`src/rtl/alu_arbiter.sv`:
```
// alu_arbiter: round-robin sharing of one registered ALU between
// requester A (execute) and requester B (branch/address unit).
module alu_arbiter #(
    parameter int XLEN = 32
) (
    input  logic            CLK,
    input  logic            RST,
    input  logic            REQ_A,
    input  logic [XLEN-1:0] A_X1,
    input  logic [XLEN-1:0] A_X2,
    input  logic [2:0]      A_OP,
    input  logic            A_SUB,
    input  logic            ACK_A,
    input  logic            REQ_B,
    input  logic [XLEN-1:0] B_X1,
    input  logic [XLEN-1:0] B_X2,
    input  logic [2:0]      B_OP,
    input  logic            B_SUB,
    input  logic            ACK_B,
    output logic            GNT_A,
    output logic            GNT_B,
    output logic            DONE_A,
    output logic            DONE_B,
    output logic [XLEN-1:0] RES_OUT,
    output logic            ZERO,
    output logic            BUSY,
    output logic [XLEN-1:0] ALU_X1,
    output logic [XLEN-1:0] ALU_X2,
    output logic [2:0]      ALU_OP,
    output logic            ALU_J,
    output logic            ALU_B,
    input  logic [XLEN-1:0] ALU_RES
);

    typedef enum logic [1:0] {
        ST_IDLE,
        ST_ISSUE,
        ST_WAIT,
        ST_DONE
    } state_t;

    state_t state;
    state_t state_nx;

    // Winner of the most recent grant; it is also the current owner,
    // since ownership only changes on a grant.
    logic last_b;
    logic pick_a;
    logic pick_b;
    logic owner_ack;

    // Next-state decode and round-robin grant selection
    always_comb begin
        state_nx  = state;
        pick_a    = 1'b0;
        pick_b    = 1'b0;
        owner_ack = last_b ? ACK_B : ACK_A;
        case (state)
            ST_IDLE: begin
                pick_a = REQ_A && (!REQ_B || last_b);
                pick_b = REQ_B && !pick_a;
                if (pick_a || pick_b) begin
                    state_nx = ST_ISSUE;
                end
            end
            ST_ISSUE: state_nx = ST_WAIT;
            ST_WAIT:  state_nx = ST_DONE;
            ST_DONE: begin
                if (owner_ack) begin
                    state_nx = ST_IDLE;
                end
            end
            default: state_nx = ST_IDLE;
        endcase
    end

    assign GNT_A = pick_a;
    assign GNT_B = pick_b;
    assign BUSY  = (state != ST_IDLE);
    assign ALU_B = 1'b0;

    // State register and arbitration history
    always_ff @(posedge CLK) begin
        if (RST) begin
            state  <= ST_IDLE;
            last_b <= 1'b1;
        end else begin
            state <= state_nx;
            if (pick_a || pick_b) begin
                last_b <= pick_b;
            end
        end
    end

    // ALU operand drive registers, loaded only in the grant cycle
    always_ff @(posedge CLK) begin
        if (RST) begin
            ALU_X1 <= '0;
            ALU_X2 <= '0;
            ALU_OP <= '0;
            ALU_J  <= 1'b0;
        end else if (pick_a) begin
            ALU_X1 <= A_X1;
            ALU_X2 <= A_X2;
            ALU_OP <= A_OP;
            ALU_J  <= A_SUB;
        end else if (pick_b) begin
            ALU_X1 <= B_X1;
            ALU_X2 <= B_X2;
            ALU_OP <= B_OP;
            ALU_J  <= B_SUB;
        end
    end

    // Result capture after the ALU latency; hold until the owner acks
    always_ff @(posedge CLK) begin
        if (RST) begin
            RES_OUT <= '0;
            ZERO    <= 1'b0;
            DONE_A  <= 1'b0;
            DONE_B  <= 1'b0;
        end else if (state == ST_WAIT) begin
            RES_OUT <= ALU_RES;
            ZERO    <= (ALU_RES == '0);
            DONE_A  <= !last_b;
            DONE_B  <= last_b;
        end else if (state == ST_DONE && owner_ack) begin
            DONE_A <= 1'b0;
            DONE_B <= 1'b0;
        end
    end

endmodule

```
`config.mk`:
```
export PLATFORM = sky130hd
export DESIGN_NAME = alu_arbiter
export DESIGN_NICKNAME = d
export VERILOG_FILES = /design/src/rtl/alu_arbiter.sv
export SDC_FILE = /design/constraint.sdc
export NUM_CORES = 1
export LEC_CHECK = 0
export ABC_AREA = 1
export ABC_CLOCK_PERIOD_IN_PS = 5150
export BUFFER_PORTS_ARGS = -buffer_cell sky130_fd_sc_hd__buf_4
export CAP_MARGIN = 20
export CORE_MARGIN = 2
export CORE_UTILIZATION = 30
export DETAILED_ROUTE_END_ITERATION = 8
export PLACE_DENSITY = 0.66
export SYNTH_ARGS = -nofsm -noshare
export SYNTH_HDL_FRONTEND = slang
export SYNTH_SLANG_ARGS = --single-unit
export TNS_END_PERCENT = 100
```
`constraint.sdc`:
```
create_clock -name CLK -period 5.15 [get_ports CLK]
set_clock_uncertainty 0.1 [all_clocks]
set_input_delay 1.2875 -clock CLK [delete_from_list [all_inputs] [get_ports CLK]]
set_output_delay 1.2875 -clock CLK [all_outputs]
set_load 0.01 [all_outputs]
```
Yosys cells after proc, flatten, opt, wreduce, memory -nomap -nowiden
Index checks and enable logic that the tools add are counted.
Cells by class
  equality and inequality tests: 5
  mux-type cells: 17
  reductions and logical operators: 15
Operators by type and width (number)
  $mux W32: 4
  $logic_not A32 Y1: 1
  $mux W1: 8
  $pmux W2 S4: 1
  $mux W3: 2
  $reduce_bool A2 Y1: 3
  $eq A2 B2 Y1 const B: 2
  $mux W2: 2
  $ne A2 B2 Y1 const B: 2
  $logic_and A1 B1 Y1: 3
  $logic_not A1 Y1: 3
  $logic_or A1 B1 Y1: 3
  $eq A2 B1 Y1 const B: 1
  $logic_not A2 Y1: 1
  $reduce_and A2 Y1: 1
Storage, ports and cells
  register bits: 106
  input bits: 174
  output and inout port bits: 107

Logic depth before layout (Yosys ltp)
  depth in word-level cells: 8
  depth in mapped cells: 8
  mapped depth without buffers: 8

Least setup slack after synthesis
No wires, ideal clock.
  kind: input -> output
  from: input REQ_B
  to: output GNT_B
  data arrival time: 1.915 ns
  data required time: 3.763 ns
  slack: 1.847 ns
  stages on the path: 5
  path buffers: 1
  cell sequence: inv_2 -> o21ai_4 -> nand2_2 -> buf_2 -> inv_1
On the way
  cells in the longest elaborated chain, start to end: 6
RTL lines
  from (decl): line 14  | input logic REQ_B,
  $logic_not A1 Y1: line 60  | pick_a = REQ_A && (!REQ_B || last_b);
  $logic_or A1 B1 Y1: line 60
  $logic_and A1 B1 Y1: line 60
  $logic_not A1 Y1: line 61  | pick_b = REQ_B && !pick_a;
  $logic_and A1 B1 Y1 *: line 61
  $mux W1 *: line 58  | case (state)
  to (decl): line 21  | output logic GNT_B,
Every way passes the cells marked *; elsewhere a longest branch is shown, timed or not.

Worst setup path in the final report
Ends and elaborated chain as after synthesis.

==> metrics.md <==
| Metric | Value |
|---|---|
| Hold Path Depth | 2 |
| Initial DRC Count | 289 |
| Die Height | 128.3 um |
| DR vias | 4,953 |
| Number of setup violations in the final report | 0 |
| Commonest non-fill, non-tap cells in the layout | 285 x buf_4, 144 x nor2_1, 106 x dfxtp_1 |
| PD cells | 519.2 nW/um^2 |
| Worst skew pair latency | 0.34 ns |
| Worst hold path class | register to register |
| Hold Crit Start | DONE_A |
| Cts repair resizes | 0 |
| # hold bufs at CTS | 0 |
| Crit path kind | input port to output pin |
| 1st-pass router iterations | 4 |
| Outcome | finished, final reports clean |
| Setup TNS | 0 ns |
| Mapped Cells | 620 |
| Leakage | 3.486 nW |
| Worst-path fanout max | 4 |
| Vias per inst | 4.646 |
| Reg2reg setup slack | 2.83 ns |
| Syn avg cell area | 7.481 sq um |
| Hold Vio Cnt, Final | 0 |
| Yosys cell types | 23 |
| Die area | 16,470 sq um |
| Global-route wire length before repair | 22,510 um |
| CP endpoint kind | output pin |
| P&R area growth vs syn | 53.90% |
| VDD IR-drop max | 0.0002373 V |
| RePlAce Congestion | 0.8073 |
| R2R depth | 9 |
| Slew headroom | 48.17% |
| Highest clock rate | 298.7 MHz |
| Capturing point of the worst reg2reg path | ZERO |
| Yosys reg bits | 106 |
| Root Driver | clkbuf_16 |
| WHS Endpoint | DONE_A |
| Avg WL per Cell | 14.02 um |
| CP startpoint kind | input port |
| H-tree levels | 3 |
| Die Wd | 128.3 um |
| R2r startpoint | state[0] |
| Least-Margin Pin Slew | 0.7775 ns |
| Total grt overflow | 0 |
| Post-DRT Antenna Nets | 0 |
| Fin crit share | 65.01% |
| Crit path DAT | 1.96 ns |
| Num CTS Buffers | 9 |
| Initial antenna violation count | 0 |
| Clk pin slew, worst setup/hold paths | 0.07 ns |
| Largest net degree at the start of global routing | 70 |
| Vias in the first global route | 4,445 |
| RSZ-0062 raised after global routing | no |
| CTS tree | done |
| Slew Viols, Final | 0 |
| Synthesized area | 4638 sq um |
| Clock Sinks | 106 |
| CTS max path bufs | 2 |
| Critical Path RT | 3.76 ns |
| Post-Route WL | 14,940 um |
| Dpl hpwl | 10,510 um |
| Syn nets | 798 |
| Starting Density | 30.62% |
| GR Util All Layers | 17.06% |
| Core footprint | 15,150 sq um |
| Ports | 281 |
| Max capacitance violation total | 0 |
| Layout Nets | 1,051 |
| Postcts setup bufs | 0 |
| Seq/Total Area, Yosys | 45.75% |
| Antenna cell count | 0 |
| YS warnings | 0 |
| Fin util | 47.13% |
| Most common cell after layout, fill and taps aside | buf_4 |
| Port bufs | 279 |
| # DRC | 0 |
| Share of cells above drive strength 1 | 37.81% |
| Min Tclk post-route | 3.348 ns |
| FP Rows | 45 |
[Yosys cell counts, drive strengths merged]
cell type / number / area [sq um]
a21oi: 19 / 106.4
buf: 26 / 185.2
clkbuf: 18 / 70.07
conb: 1 / 3.750
dfxtp: 106 / 2122
ha: 4 / 50.05
inv: 58 / 217.7
nand2: 52 / 217.7
nand4: 2 / 12.51
nor2: 153 / 610.6
nor3: 73 / 365.4
o211ai: 34 / 295.3
o21ai: 74 / 381.6
[worst max-delay path by stage]
stage / to / startpoint / cells past startpoint
after floorplan: GNT_B / REQ_B / 5
after CTS: BUSY / state[1] / 5
after global routing: BUSY / state[1] / 5
after global placement: GNT_B / REQ_B / 6
after detailed placement: GNT_B / REQ_B / 6
final: GNT_B / REQ_B / 6
[state kept, by name, indices dropped and copies added (netlist names)]
signal and flops:
RES_OUT 32, last_b 1, ALU_X2 32, ALU_J 1
ZERO 1, ALU_X1 32, state 2, DONE_B 1
DONE_A 1, ALU_OP 3
[metal layers]
layer / vias up / track usage (%) / routed length, um
met2: 178 / 29.51 / 7327
li1: 2519 / - / -
met3: 19 / 4.740 / 1186
met5: - / 0 / 0
met1: 2237 / 20.27 / 6137
met4: 0 / 6.206 / 290
[final cells by class]
| class | count | area [sq um] |
|---|---|---|
| clock buffer | 11 | 252.7 |
| inverter | 58 | 217.7 |
| timing repair buffer | 286 | 2160 |
| clock inverter | 5 | 107.6 |
| sequential | 106 | 2122 |
| multi-input combinational | 412 | 2043 |
| tap | 188 | 235.2 |
| fill | 1596 | 8008 |
[worst max-delay path, stage by stage]
cell	delay (ns)
buf_4	0.09
inv_2	0.05
o21ai_4	0.27
nand2_2	0.09
inv_1	0.06
buf_4	0.11
[cell families after synthesis]
group | synth area share, %
fa+ha+maj | 1.079
flops | 45.75
simple gates | 26.00
buf+inv | 10.20
other cells | 0.08085
compound gates | 16.89
[report_power, final]
| part | internal [mW] | switching (mW) | total (mW) |
|---|---|---|---|
| logic | 0.707 | 0.908 | 1.61 |
| clock network | 0.506 | 0.318 | 0.824 |
| registers | 1.12 | 0.150 | 1.27 |
[metrics by stage]
stage          setup slack [ns]  hold WS (ns)  cell area [sq um]  cells  power, mW
2_1_floorplan             1.847        0.3823               4638    620      2.204
3_3_place_gp              1.818        0.3482               6778   1050      2.903
3_5_place_dp              1.802        0.3580               6778   1050      2.918
4_1_cts                   1.773        0.3700               7138   1066      3.755
5_1_grt                   1.671        0.3975               7138   1066      3.965
6_report                  1.802        0.3685               7138   1066      3.706
Note: power is estimated with default switching activity, not from simulation.
